File: config.mk
export PLATFORM = sky130hd
export DESIGN_NAME = sprite_mem_writer
export DESIGN_NICKNAME = d
export VERILOG_FILES = /design/src/rtl/sprite_mem_writer.sv
export SDC_FILE = /design/constraint.sdc
export NUM_CORES = 1
export LEC_CHECK = 0
export CAP_MARGIN = 15
export CORE_MARGIN = 10
export CORE_UTILIZATION = 35
export CTS_CLUSTER_SIZE = 14
export DETAILED_ROUTE_END_ITERATION = 10
export GPL_ROUTABILITY_DRIVEN = 0
export PLACE_DENSITY = 0.62
export SYNTH_ARGS = -nofsm -noshare
export SYNTH_HDL_FRONTEND = slang
export SYNTH_SLANG_ARGS = --single-unit
File: constraint.sdc
create_clock -name clk -period 2.6 [get_ports clk]
set_input_delay 0.26 -clock clk [delete_from_list [all_inputs] [get_ports clk]]
set_output_delay 0.26 -clock clk [all_outputs]
set_load 0.01 [all_outputs]
File: src/rtl/sprite_mem_writer.sv
// Sprite memory write buffer: queues pixel writes from the register path and
// commits them one at a time while the print path is not reading the memory.
module sprite_mem_writer #(
    parameter int size_address = 17,
    parameter int data_width   = 9,
    parameter int fifo_log2    = 2
) (
    input  logic                    clk,
    input  logic                    reset,
    input  logic                    wr_req,
    input  logic [size_address-1:0] wr_address,
    input  logic [data_width-1:0]   wr_data,
    output logic                    wr_ready,
    input  logic                    printtingScreen,
    output logic [size_address-1:0] mem_address,
    output logic [data_width-1:0]   mem_data,
    output logic                    mem_we,
    output logic [fifo_log2:0]      pending,
    output logic                    overflow,
    output logic                    busy
);

    localparam int unsigned DEPTH = 1 << fifo_log2;
    localparam int unsigned EW    = size_address + data_width;
    localparam logic [fifo_log2:0]   CNT_FULL = (fifo_log2 + 1)'(DEPTH);
    localparam logic [fifo_log2:0]   CNT_ONE  = (fifo_log2 + 1)'(1);
    localparam logic [fifo_log2-1:0] PTR_ONE  = fifo_log2'(1);

    typedef enum logic [1:0] {
        IDLE,
        LOAD,
        WRITE
    } state_t;

    state_t                    state_q, state_d;
    logic [fifo_log2-1:0]      rd_ptr_q, rd_ptr_d;
    logic [fifo_log2-1:0]      wr_ptr_q, wr_ptr_d;
    logic [fifo_log2:0]        count_q, count_d;
    logic                      overflow_q, overflow_d;
    logic [size_address-1:0]   mem_address_q, mem_address_d;
    logic [data_width-1:0]     mem_data_q, mem_data_d;
    logic                      mem_we_q, mem_we_d;
    logic [EW-1:0]             fifo_q [DEPTH];

    logic                      push;
    logic                      pop;
    logic [EW-1:0]             head;

    assign wr_ready    = (count_q != CNT_FULL);
    assign push        = wr_req && wr_ready;
    assign head        = fifo_q[rd_ptr_q];
    assign mem_address = mem_address_q;
    assign mem_data    = mem_data_q;
    assign mem_we      = mem_we_q;
    assign pending     = count_q;
    assign overflow    = overflow_q;
    assign busy        = (state_q != IDLE);

    // FIFO storage; contents need no reset since the pointers gate every read.
    always_ff @(posedge clk) begin
        if (push) begin
            fifo_q[wr_ptr_q] <= {wr_address, wr_data};
        end
    end

    // Commit FSM, pointer/count bookkeeping and the memory-port output registers.
    always_comb begin
        state_d       = state_q;
        rd_ptr_d      = rd_ptr_q;
        wr_ptr_d      = wr_ptr_q;
        overflow_d    = overflow_q;
        mem_address_d = mem_address_q;
        mem_data_d    = mem_data_q;
        mem_we_d      = 1'b0;
        pop           = 1'b0;

        if (push) begin
            wr_ptr_d = wr_ptr_q + PTR_ONE;
        end else if (wr_req) begin
            overflow_d = 1'b1;
        end

        case (state_q)
            IDLE: begin
                if ((count_q != '0) && !printtingScreen) begin
                    state_d       = LOAD;
                    mem_address_d = head[EW-1:data_width];
                    mem_data_d    = head[data_width-1:0];
                end
            end
            LOAD: begin
                // The entry is only popped once the write is certain, so an
                // abort here leaves it at the head to be retried.
                if (!printtingScreen) begin
                    state_d  = WRITE;
                    mem_we_d = 1'b1;
                    pop      = 1'b1;
                    rd_ptr_d = rd_ptr_q + PTR_ONE;
                end else begin
                    state_d = IDLE;
                end
            end
            WRITE: begin
                state_d = IDLE;
            end
            default: begin
                state_d = IDLE;
            end
        endcase

        case ({push, pop})
            2'b10:   count_d = count_q + CNT_ONE;
            2'b01:   count_d = count_q - CNT_ONE;
            default: count_d = count_q;
        endcase
    end

    // State and control registers with asynchronous clear.
    always_ff @(posedge clk or posedge reset) begin
        if (reset) begin
            state_q       <= IDLE;
            rd_ptr_q      <= '0;
            wr_ptr_q      <= '0;
            count_q       <= '0;
            overflow_q    <= 1'b0;
            mem_address_q <= '0;
            mem_data_q    <= '0;
            mem_we_q      <= 1'b0;
        end else begin
            state_q       <= state_d;
            rd_ptr_q      <= rd_ptr_d;
            wr_ptr_q      <= wr_ptr_d;
            count_q       <= count_d;
            overflow_q    <= overflow_d;
            mem_address_q <= mem_address_d;
            mem_data_q    <= mem_data_d;
            mem_we_q      <= mem_we_d;
        end
    end

endmodule

## Word level (Yosys, flattened, before mapping)

Memory sizes are Yosys's and may differ from the RTL's. A register that Yosys moved wholly into a read port is not among the register bits.
Cells that the tools add are included.
W data, S select, Z words.

| storage, ports and cells | value |
|---|---|
| register bits after elaboration | 11 |
| memory bits (read-only) | 0 |
| memories | 1 |
| latch bits | 0 |
| memory bits (writable) | 104 |
| logic and storage cells | 36 |

Memories:

| name | depth | width | read ports | clocked after memory_dff | write ports | RTL line | RTL |
|---|---|---|---|---|---|---|---|
| fifo_q | 4 | 26 | 1 | 1 | 1 | 43 | `logic [EW-1:0] fifo_q [DEPTH];` |

| cells by class | value |
|---|---|
| $add $sub $neg | 4 |
| bitwise logic cells | 2 |
| reductions and logical operators | 10 |
| multipliers | 0 |
| equal/unequal tests | 5 |
| muxes and demuxes | 8 |
| shift operators | 0 |
| order comparisons | 0 |
| div/mod/pow operators | 0 |

Operators by type and width:

| kind | number |
|---|---|
| $pmux W3 S2 | 1 |
| $reduce_and A2 Y1 | 3 |
| $add A2 B1 Y2 const B | 2 |
| $eq A2 B1 Y1 const B | 2 |
| $mux W1 | 4 |
| $mux W2 | 2 |
| $pmux W2 S2 | 1 |
| $reduce_bool A2 Y1 | 2 |
| $add A3 B1 Y3 const B | 1 |
| $ne A3 B3 Y1 const B | 1 |
| $reduce_bool A3 Y1 | 1 |
| $sub A3 B1 Y3 const B | 1 |
| $eq A2 B2 Y1 const B | 1 |
| $logic_and A1 B1 Y1 | 2 |
| $logic_not A2 Y1 | 1 |
| $ne A2 B2 Y1 const B | 1 |
| $not A1 Y1 | 2 |
| $logic_not A1 Y1 | 1 |

## Longest topological paths before layout

Gate-level depths: netlist of run 1.

| depth | value |
|---|---|
| depth after elaboration | 4 |
| gate-level depth with buffers | 9 |
| mapped depth without buffers | 9 |

## Worst setup path after synthesis of run 1

Ideal clock, no wire load.

| timing | value |
|---|---|
| path kind | register -> register |
| from | reg count_q[0] (netlist: pending[0]) |
| to | reg count_q[2] (netlist: pending[2]) |
| slack | 0.592 ns |
| period minus slack after synthesis | 2.008 ns |
| arrival | 1.929 ns |
| stages on the path, launching flop included | 10 |
| library setup time | 0.079 ns |
| data required time | 2.521 ns |
| path buffers | 0 |
| path through | dfrtp_1 > nor3b_1 > nor2b_1 > inv_1 > ha_1 > inv_1 > fa_1 > xor2_1 > nor2_1 > xor2_1 |

| on the way | value |
|---|---|
| word-level cells in the longest chain between the ends | 4 |

RTL lines:

| element | RTL line | RTL |
|---|---|---|
| start, declared | 38 | `logic [fifo_log2:0] count_q, count_d;` |
| start signal, assigned | 133 | `count_q <= count_d;` |
| $ne A3 B3 Y1 | 49 | `assign wr_ready = (count_q != CNT_FULL);` |
| $logic_and A1 B1 Y1 | 50 | `assign push = wr_req && wr_ready;` |
| $eq A2 B1 Y1 / $eq A2 B2 Y1 (equally long branches) | 111 | `case ({push, pop})` |
| $pmux W3 S2 / $reduce_bool A2 Y1 (equally long branches) | -- |  |

Parallel ways exist; a longest one is shown, timed or not.
A chain may end at the register's enable or synchronous reset.

## Worst setup path after layout of run 1

Ends and elaborated chain as after synthesis.

==> results by group, run 1 <==
Synth
  • Ys async rst share: 0.262
  • Yosys top cell area share: 0.591
  • Top-count cell post-synth: edfxtp_1
  • Post-synth EDFFs: 104
  • Synth top cells by count: 104 x edfxtp_1, 37 x dfrtp_1, 27 x mux2_2, 25 x mux4_2, 8 x inv_1
  • Average cell area after synthesis: 22.3 um2
  • Syn nets: 273
  • Post-synthesis cell type count: 23
  • Cell Area, Synth: 0.00529 mm2
  • Seq/Total Area, Yosys: 0.766
  • Yosys warns: 0
  • Top cell type by total area after synthesis: edfxtp_1
  • Synth Instances: 237
  • Register bit total from synthesis: 141
  • Synth top area cells: edfxtp_1 59%, dfrtp_1 18%, mux4_2 11%, mux2_2 5.8%, ha_1 1.2%
  • Top FF cell, synth: edfxtp_1

Timing
  • FMAX: 448 MHz
  • Fin. Hold Viols: 0
  • Crit path time final: 2.23 ns
  • Rel. slew slack: 0.425
  • Worst-Margin Slew: 0.861 ns
  • Finish-stage setup viols: 0
  • Worst hold slack: 0.344 ns
  • Pins Over Slew Limit: 0
  • Tcrit/Tclk final: 0.858
  • Final worst-path setup slack: 0.369 ns
  • Setup Total Neg Slack: 0 ns
  • Worst Skew: 0.00745 ns
  • RSZ-0062 raised after global routing: false

Clock network
  • Post-CTS Hold Buffers: 0
  • Max clock buf depth: 2
  • TritonCTS clock tree: built
  • Post-CTS Setup Bufs: 0
  • Clock Sinks: 141
  • CTS HTree Levels: 4
  • Inserted Clock Buffers: 17
  • Clock Tree Root: clkbuf_16
  • Clock Latency Late Sink: 0.41 ns
  • Resized Gates After CTS: 0
  • Clock transition at the registers of the reported paths: 0.06 ns

Placed design
  • Post-DP HPWL: 6.15 mm
  • Worst slack, placed: 0.375 ns
  • Port bufs: 62

Global route
  • Initial antenna violation count: 0
  • First-pass GRT wire length: 15.5 mm
  • Vias in the first global route: 2691
  • Gr usage total: 0.103
  • Largest net degree at the start of global routing: 38
  • Overflow after GRT: 0

Die
  • Core ar.: 0.0146 mm2
  • Initial core utilization: 0.361
  • Die Wd: 143 um
  • Die span in y: 143 um
  • DIE AREA: 0.0204 mm2
  • Io pins: 63
  • Number of cell rows: 44

Routing
  • Vias per inst: 4.74
  • ANT nets after route: 0
  • Vias: 2444
  • Starting DRC count in detailed routing: 146
  • Initial DRT Pass Iterations: 4
  • Wire per inst: 18.9 um
  • DRC: 0
  • WL final: 9.78 mm

Layout
  • Layout cell share with drive strength beyond 1: 0.295
  • Area of the multi-input gates: 0.00114 mm2
  • Layout Nets: 355
  • FF+latch area: 0.00405 mm2
  • # diodes: 0
  • Area delta synth->final: 28.8%
  • Fillcell total: 1231

Worst setup path
  • WP data arrival: 2.57 ns
  • CP Capture Type: flip-flop
  • Worst-case reg-to-reg path depth: 10
  • Critical Path Source Type: flip-flop
  • R2R setup slack: 0.37 ns
  • Worst r2r dst: pending[2]
  • CP required: 2.93 ns
  • Reg2reg start: pending[0]
  • Critical Path Fanout Max: 7
  • Worst Setup Path Type: reg -> reg

Pwr
  • Worst IR Drop VDD: 505 uV
  • Pwr Density: 1200 mW/mm2
  • Leakage: 2.41 nW
  • Total power: 8.18 mW

Status
  • Outcome: finished clean

Worst hold path
  • Worst min-delay path category: in -> async

Run
  • Max Cap Violations: 0
-- cell families after synthesis --
family / after synthesis / synth area share
buffers and inverters: 16 / 0.0187
muxes: 54 / 0.171
and+or+nand+nor: 13 / 0.0177
adders and majority gates: 6 / 0.0156
DFF: 141 / 0.766
AOI/OAI and AO/OA: 1 / 0.00142
xor gates and xnor gates: 6 / 0.00994
-- worst max-delay path, stage by stage (launching register included) --
cell	delay [ns]
dfrtp_1	0.44
nor3b_1	0.35
nor2b_1	0.11
buf_4	0.17
inv_1	0.05
ha_1	0.17
inv_1	0.06
fa_1	0.38
xor2_1	0.15
nor2_1	0.11
xor2_1	0.16
-- registers in the layout, indices dropped and copies added, names as in the netlist --
name,count
state_q,2
fifo_q,104
mem_we,1
rd_ptr_q,2
mem_address,17
pending,3
mem_data,9
wr_ptr_q,2
overflow,1
-- cell type report --
| class | count | area share |
|---|---|---|
| Clock buffer | 17 | 0.0625 |
| Timing Repair Buffer | 71 | 0.110 |
| Multi-Input combinational cell | 80 | 0.168 |
| Clock inverter | 15 | 0.0261 |
| Tap cell | 184 | 0.0338 |
| Inverter | 8 | 0.00441 |
| Sequential cell | 141 | 0.595 |
-- routing by layer --
metal,wire length [um],global-route usage,vias up
met5,0,0,-
met4,111,0.0472,0
met3,522,0.0371,11
met2,4940,0.165,61
met1,4200,0.123,1274
li1,-,-,1098
-- how the worst max path moves through the flow --
| stage | startpoint | endpoint | depth (start not counted) |
|---|---|---|---|
| 6_report | pending[0] | pending[2] | 10 |
| 5_1_grt | pending[0] | pending[2] | 10 |
| 4_1_cts | pending[0] | pending[2] | 10 |
| 3_5_place_dp | printtingScreen | pending[2] | 8 |
| 3_3_place_gp | printtingScreen | pending[2] | 8 |
| 2_1_floorplan | pending[0] | pending[2] | 9 |
-- cell usage in the layout (no fill, tap or decap), drive strengths merged --
| cell | n |
|---|---|
| fa | 1 |
| nor3b | 3 |
| and2 | 4 |
| clkinvlp | 1 |
| nand2 | 1 |
| a21o | 1 |
| buf | 9 |
| edfxtp | 104 |
| mux2i | 1 |
| nor4 | 1 |
| bufinv | 4 |
| mux2 | 27 |
| clkbuf | 17 |
| clkinv | 10 |
| mux4 | 26 |
| dfrtp | 37 |
| xor2 | 3 |
| clkdlybuf4s50 | 62 |
| nor2 | 1 |
| nor2b | 1 |
| xnor2 | 3 |
| nor3 | 1 |
| inv | 8 |
| or2 | 1 |
| ha | 5 |
-- stage by stage --
stage | util | std cells | area [um2]
global route | 0.465 | 516 | 6810
floorplan | - | 237 | 5290
global placement | 0.424 | 484 | 6210
CTS | 0.465 | 516 | 6810
finish | 0.465 | 516 | 6810
detailed placement | 0.424 | 484 | 6210
-- power by group --
group / internal [mW] / switching [mW]
sequential: 3.08 / 0.286
combinational: 1.36 / 0.996
clock: 1.58 / 0.874
Power figures use the tool's default switching activity.
==> run 2: changes to the inputs <==
- GPL_TIMING_DRIVEN: not set -> 0
==> results by group, run 2 (synthesized netlist as in run 1, its figures left out) <==
Die
  • Initial core utilization: 0.361
  • Die span in y: 143 um
  • Number of cell rows: 44
  • DIE AREA: 0.0204 mm2
  • Core ar.: 0.0146 mm2
  • Io pins: 63
  • Die Wd: 143 um

Global route
  • Overflow after GRT: 0
  • Gr usage total: 0.103
  • Vias in the first global route: 2670
  • First-pass GRT wire length: 15.3 mm
  • Largest net degree at the start of global routing: 27
  • Initial antenna violation count: 0

Clock network
  • Clock transition at the registers of the reported paths: 0.06 ns
  • Clock Tree Root: clkbuf_16
  • Post-CTS Setup Bufs: 0
  • Clock Latency Late Sink: 0.41 ns
  • CTS HTree Levels: 4
  • Max clock buf depth: 2
  • TritonCTS clock tree: built
  • Post-CTS Hold Buffers: 0
  • Resized Gates After CTS: 0
  • Inserted Clock Buffers: 17
  • Clock Sinks: 141

Routing
  • WL final: 9.77 mm
  • Vias per inst: 4.79
  • DRC: 0
  • Initial DRT Pass Iterations: 4
  • Wire per inst: 18.9 um
  • Starting DRC count in detailed routing: 127
  • ANT nets after route: 0
  • Vias: 2470

Pwr
  • Total power: 8.15 mW
  • Leakage: 2.39 nW
  • Worst IR Drop VDD: 514 uV
  • Pwr Density: 1200 mW/mm2

Placed design
  • Port bufs: 62
  • Worst slack, placed: 0.0123 ns
  • Post-DP HPWL: 6.01 mm

Worst setup path
  • Reg2reg start: state_q[1]
  • Worst r2r dst: pending[2]
  • CP Capture Type: flip-flop
  • CP required: 2.94 ns
  • Critical Path Fanout Max: 4
  • Critical Path Source Type: flip-flop
  • Worst-case reg-to-reg path depth: 7
  • WP data arrival: 2.58 ns
  • Worst Setup Path Type: reg -> reg
  • Launching element of the worst setup path: state_q[1]
  • R2R setup slack: 0.36 ns

Timing
  • Rel. slew slack: 0.469
  • Worst-Margin Slew: 0.797 ns
  • Worst hold slack: 0.147 ns
  • RSZ-0062 raised after global routing: false
  • Fin. Hold Viols: 0
  • Worst Skew: 0.00672 ns
  • Tcrit/Tclk final: 0.863
  • Crit path time final: 2.24 ns
  • Finish-stage setup viols: 0
  • Final worst-path setup slack: 0.357 ns
  • FMAX: 446 MHz
  • Pins Over Slew Limit: 0
  • Setup Total Neg Slack: 0 ns

Layout
  • Layout Nets: 355
  • Most flop-heavy register: fifo_q
  • Most frequent cells in the layout: 104 x edfxtp_1, 62 x clkdlybuf4s50_1, 37 x dfrtp_1, 27 x mux2_2, 25 x mux4_2
  • Layout cell share with drive strength beyond 1: 0.280
  • Area delta synth->final: 28.0%
  • Most common cell after layout, fill and taps aside: edfxtp_1
  • # diodes: 0
  • Largest register FFs: 104

Status
  • Outcome: finished clean

Run
  • Max Cap Violations: 0

Worst hold path
  • Worst min-delay path category: in -> async
run 2: per-layer routing:
layer	track usage	wire [um]	share of wire	vias up
met5	0	0	0	-
met4	0.0407	156	0.016	0
met3	0.0481	622	0.064	16
met2	0.159	4800	0.49	59
met1	0.121	4190	0.43	1288
li1	-	-	-	1107
run 2: worst max-delay path by stage:
| stage | end | depth (start not counted) |
|---|---|---|
| after floorplan | pending[2] | 9 |
| after global placement | fifo_q[3][1] | 3 |
| after detailed placement | pending[2] | 8 |
| after CTS | pending[2] | 7 |
| after global routing | pending[2] | 9 |
| final | pending[2] | 7 |
run 2: cell type report:
class | instances | area [um2]
plain buffers | 8 | 68.8
clock buffers | 19 | 433
clock inverters | 13 | 171
fillers | 1246 | 7880
inverters | 8 | 30.0
multi-input cells | 80 | 1140
flip-flops and latches | 141 | 4050
well taps | 184 | 230
repair buffers | 63 | 641
run 2: stage by stage:
step                cells  instance area, um2   util
floorplan             237                5290      -
global placement      483                6140  0.419
detailed placement    484                6160  0.421
CTS                   516                6770  0.462
global route          516                6770  0.462
finish                516                6770  0.462
run 2: worst max-delay path, stage by stage, from the launching register on:
cell and delay, ns:
dfrtp_1 0.43, nor3b_1 0.59, ha_1 0.29, inv_1 0.06, fa_1 0.37, xor2_1 0.15
nor2_1 0.13, xor2_1 0.15
run 2: where the power goes:
part           leakage (nW)  total (mW)  switching (mW)  internal, mW
sequential             1.39        3.32           0.231          3.08
combinational         0.703        2.35            1.03          1.32
clock                 0.294        2.48           0.888          1.59
==> run 3: changes to the inputs <==
--- a/config.mk
+++ b/config.mk
@@ -6,4 +6,5 @@
 export NUM_CORES = 1
 export LEC_CHECK = 0
+export ABC_AREA = 0
 export CAP_MARGIN = 15
 export CORE_MARGIN = 10
==> constraint.sdc (replaced) <==
create_clock -name clk -period 2.6 [get_ports clk]
set_input_delay 0.26 -clock clk [delete_from_list [all_inputs] [get_ports clk]]
set_output_delay 0.26 -clock clk [all_outputs]
set_load 0.1 [all_outputs]
==> results by group, run 3 (synthesized netlist as in run 1, its figures left out) <==
Layout
  • Largest register FFs: 104
  • Area delta synth->final: 28.0%
  • Layout Nets: 355
  • # diodes: 0
  • Most common cell after layout, fill and taps aside: edfxtp_1
  • Most flop-heavy register: fifo_q
  • Most frequent cells in the layout: 104 x edfxtp_1, 61 x clkdlybuf4s50_1, 37 x dfrtp_1, 27 x mux2_2, 25 x mux4_2
  • Layout cell share with drive strength beyond 1: 0.280

Worst setup path
  • CP required: 2.34 ns
  • Critical Path Source Type: flip-flop
  • Critical Path Fanout Max: 4
  • CP Capture Type: output pin
  • WP data arrival: 2.13 ns
  • Worst Setup Path Type: reg -> out

Die
  • DIE AREA: 0.0204 mm2
  • Io pins: 63
  • Die span in y: 143 um
  • Initial core utilization: 0.361
  • Core ar.: 0.0146 mm2
  • Number of cell rows: 44
  • Die Wd: 143 um

Timing
  • Rel. slew slack: 0.326
  • Tcrit/Tclk final: 0.918
  • Finish-stage setup viols: 0
  • Fin. Hold Viols: 0
  • Final worst-path setup slack: 0.214 ns
  • FMAX: 419 MHz
  • Worst-Margin Slew: 1.01 ns
  • RSZ-0062 raised after global routing: false
  • Pins Over Slew Limit: 0
  • Worst Skew: 0.00672 ns
  • Crit path time final: 2.39 ns

Placed design
  • Worst slack, placed: 0.0123 ns
  • Post-DP HPWL: 6.01 mm
  • Port bufs: 62

Global route
  • First-pass GRT wire length: 15.3 mm
  • Largest net degree at the start of global routing: 27
  • Gr usage total: 0.103
  • Initial antenna violation count: 0
  • Vias in the first global route: 2670
  • Overflow after GRT: 0

Clock network
  • Clock Latency Late Sink: 0.41 ns
  • Inserted Clock Buffers: 17
  • Post-CTS Setup Bufs: 0
  • Clock Tree Root: clkbuf_16
  • Max clock buf depth: 2
  • Clock transition at the registers of the reported paths: 0.06 ns
  • Clock Sinks: 141
  • CTS HTree Levels: 4
  • TritonCTS clock tree: built

Routing
  • Vias per inst: 4.79
  • Vias: 2471
  • Wire per inst: 19.0 um
  • Starting DRC count in detailed routing: 127
  • WL final: 9.78 mm
  • DRC: 0
  • ANT nets after route: 0
  • Initial DRT Pass Iterations: 4

Status
  • Outcome: finished clean

Run
  • Max Cap Violations: 0

Worst hold path
  • Worst min-delay path category: in -> async
run 3: metal layers:
| layer | track usage | vias to the layer above | routed length [um] |
|---|---|---|---|
| met5 | 0 | - | 0 |
| li1 | - | 1107 | - |
| met2 | 0.159 | 59 | 4810 |
| met1 | 0.121 | 1289 | 4200 |
| met4 | 0.0407 | 0 | 156 |
| met3 | 0.0481 | 16 | 614 |
run 3: worst paths after layout:
kind / from / end / slack [ns] / depth (start not counted)
worst min register to register: overflow / overflow / 0.46 / 1
worst max register to register: state_q[1] / pending[2] / 0.36 / 7
worst min-delay path: reset / mem_data[1] / 0.15 / 2
min in group clk: overflow / overflow / 0.46 / 1
max in group asynchronous: reset / state_q[0] / 1.99 / 3
worst max-delay path: state_q[1] / busy / 0.21 / 2
run 3: final cells by class:
type / count / area [um2]
clock inverters: 13 / 171
plain buffers: 8 / 68.8
well taps: 184 / 230
repair buffers: 63 / 643
inverters: 8 / 30.0
multi-input cells: 80 / 1140
clock buffers: 19 / 433
flip-flops and latches: 141 / 4050
fillers: 1247 / 7870
run 3: critical path: stages (launching register included):
cell and delay [ns]:
dfrtp_1 0.43, or2_2 0.31, clkdlybuf4s50_1 0.97
run 3: per-stage QoR:
stage	util	area [um2]	instances	TNS [ns]	hold WS, ns
global placement	0.419	6140	483	-21.59	0.440
global route	0.462	6770	516	0	0.150
floorplan	-	5290	237	0	0.330
CTS	0.462	6770	516	0	0.133
finish	0.462	6770	516	0	0.147
detailed placement	0.421	6160	484	0	0.443
run 3: repair_timing:
item / CTS / global route
endpoints found under the setup margin: 0 / 1
endpoints found under the hold margin: 0 / 0
resized for setup: 0 / 1
hold buffers: 0 / 0
Power of run 3 is left out: the tool's default activity adds up to more than one toggle a clock period on the data nets, which glitch-free logic cannot reach.
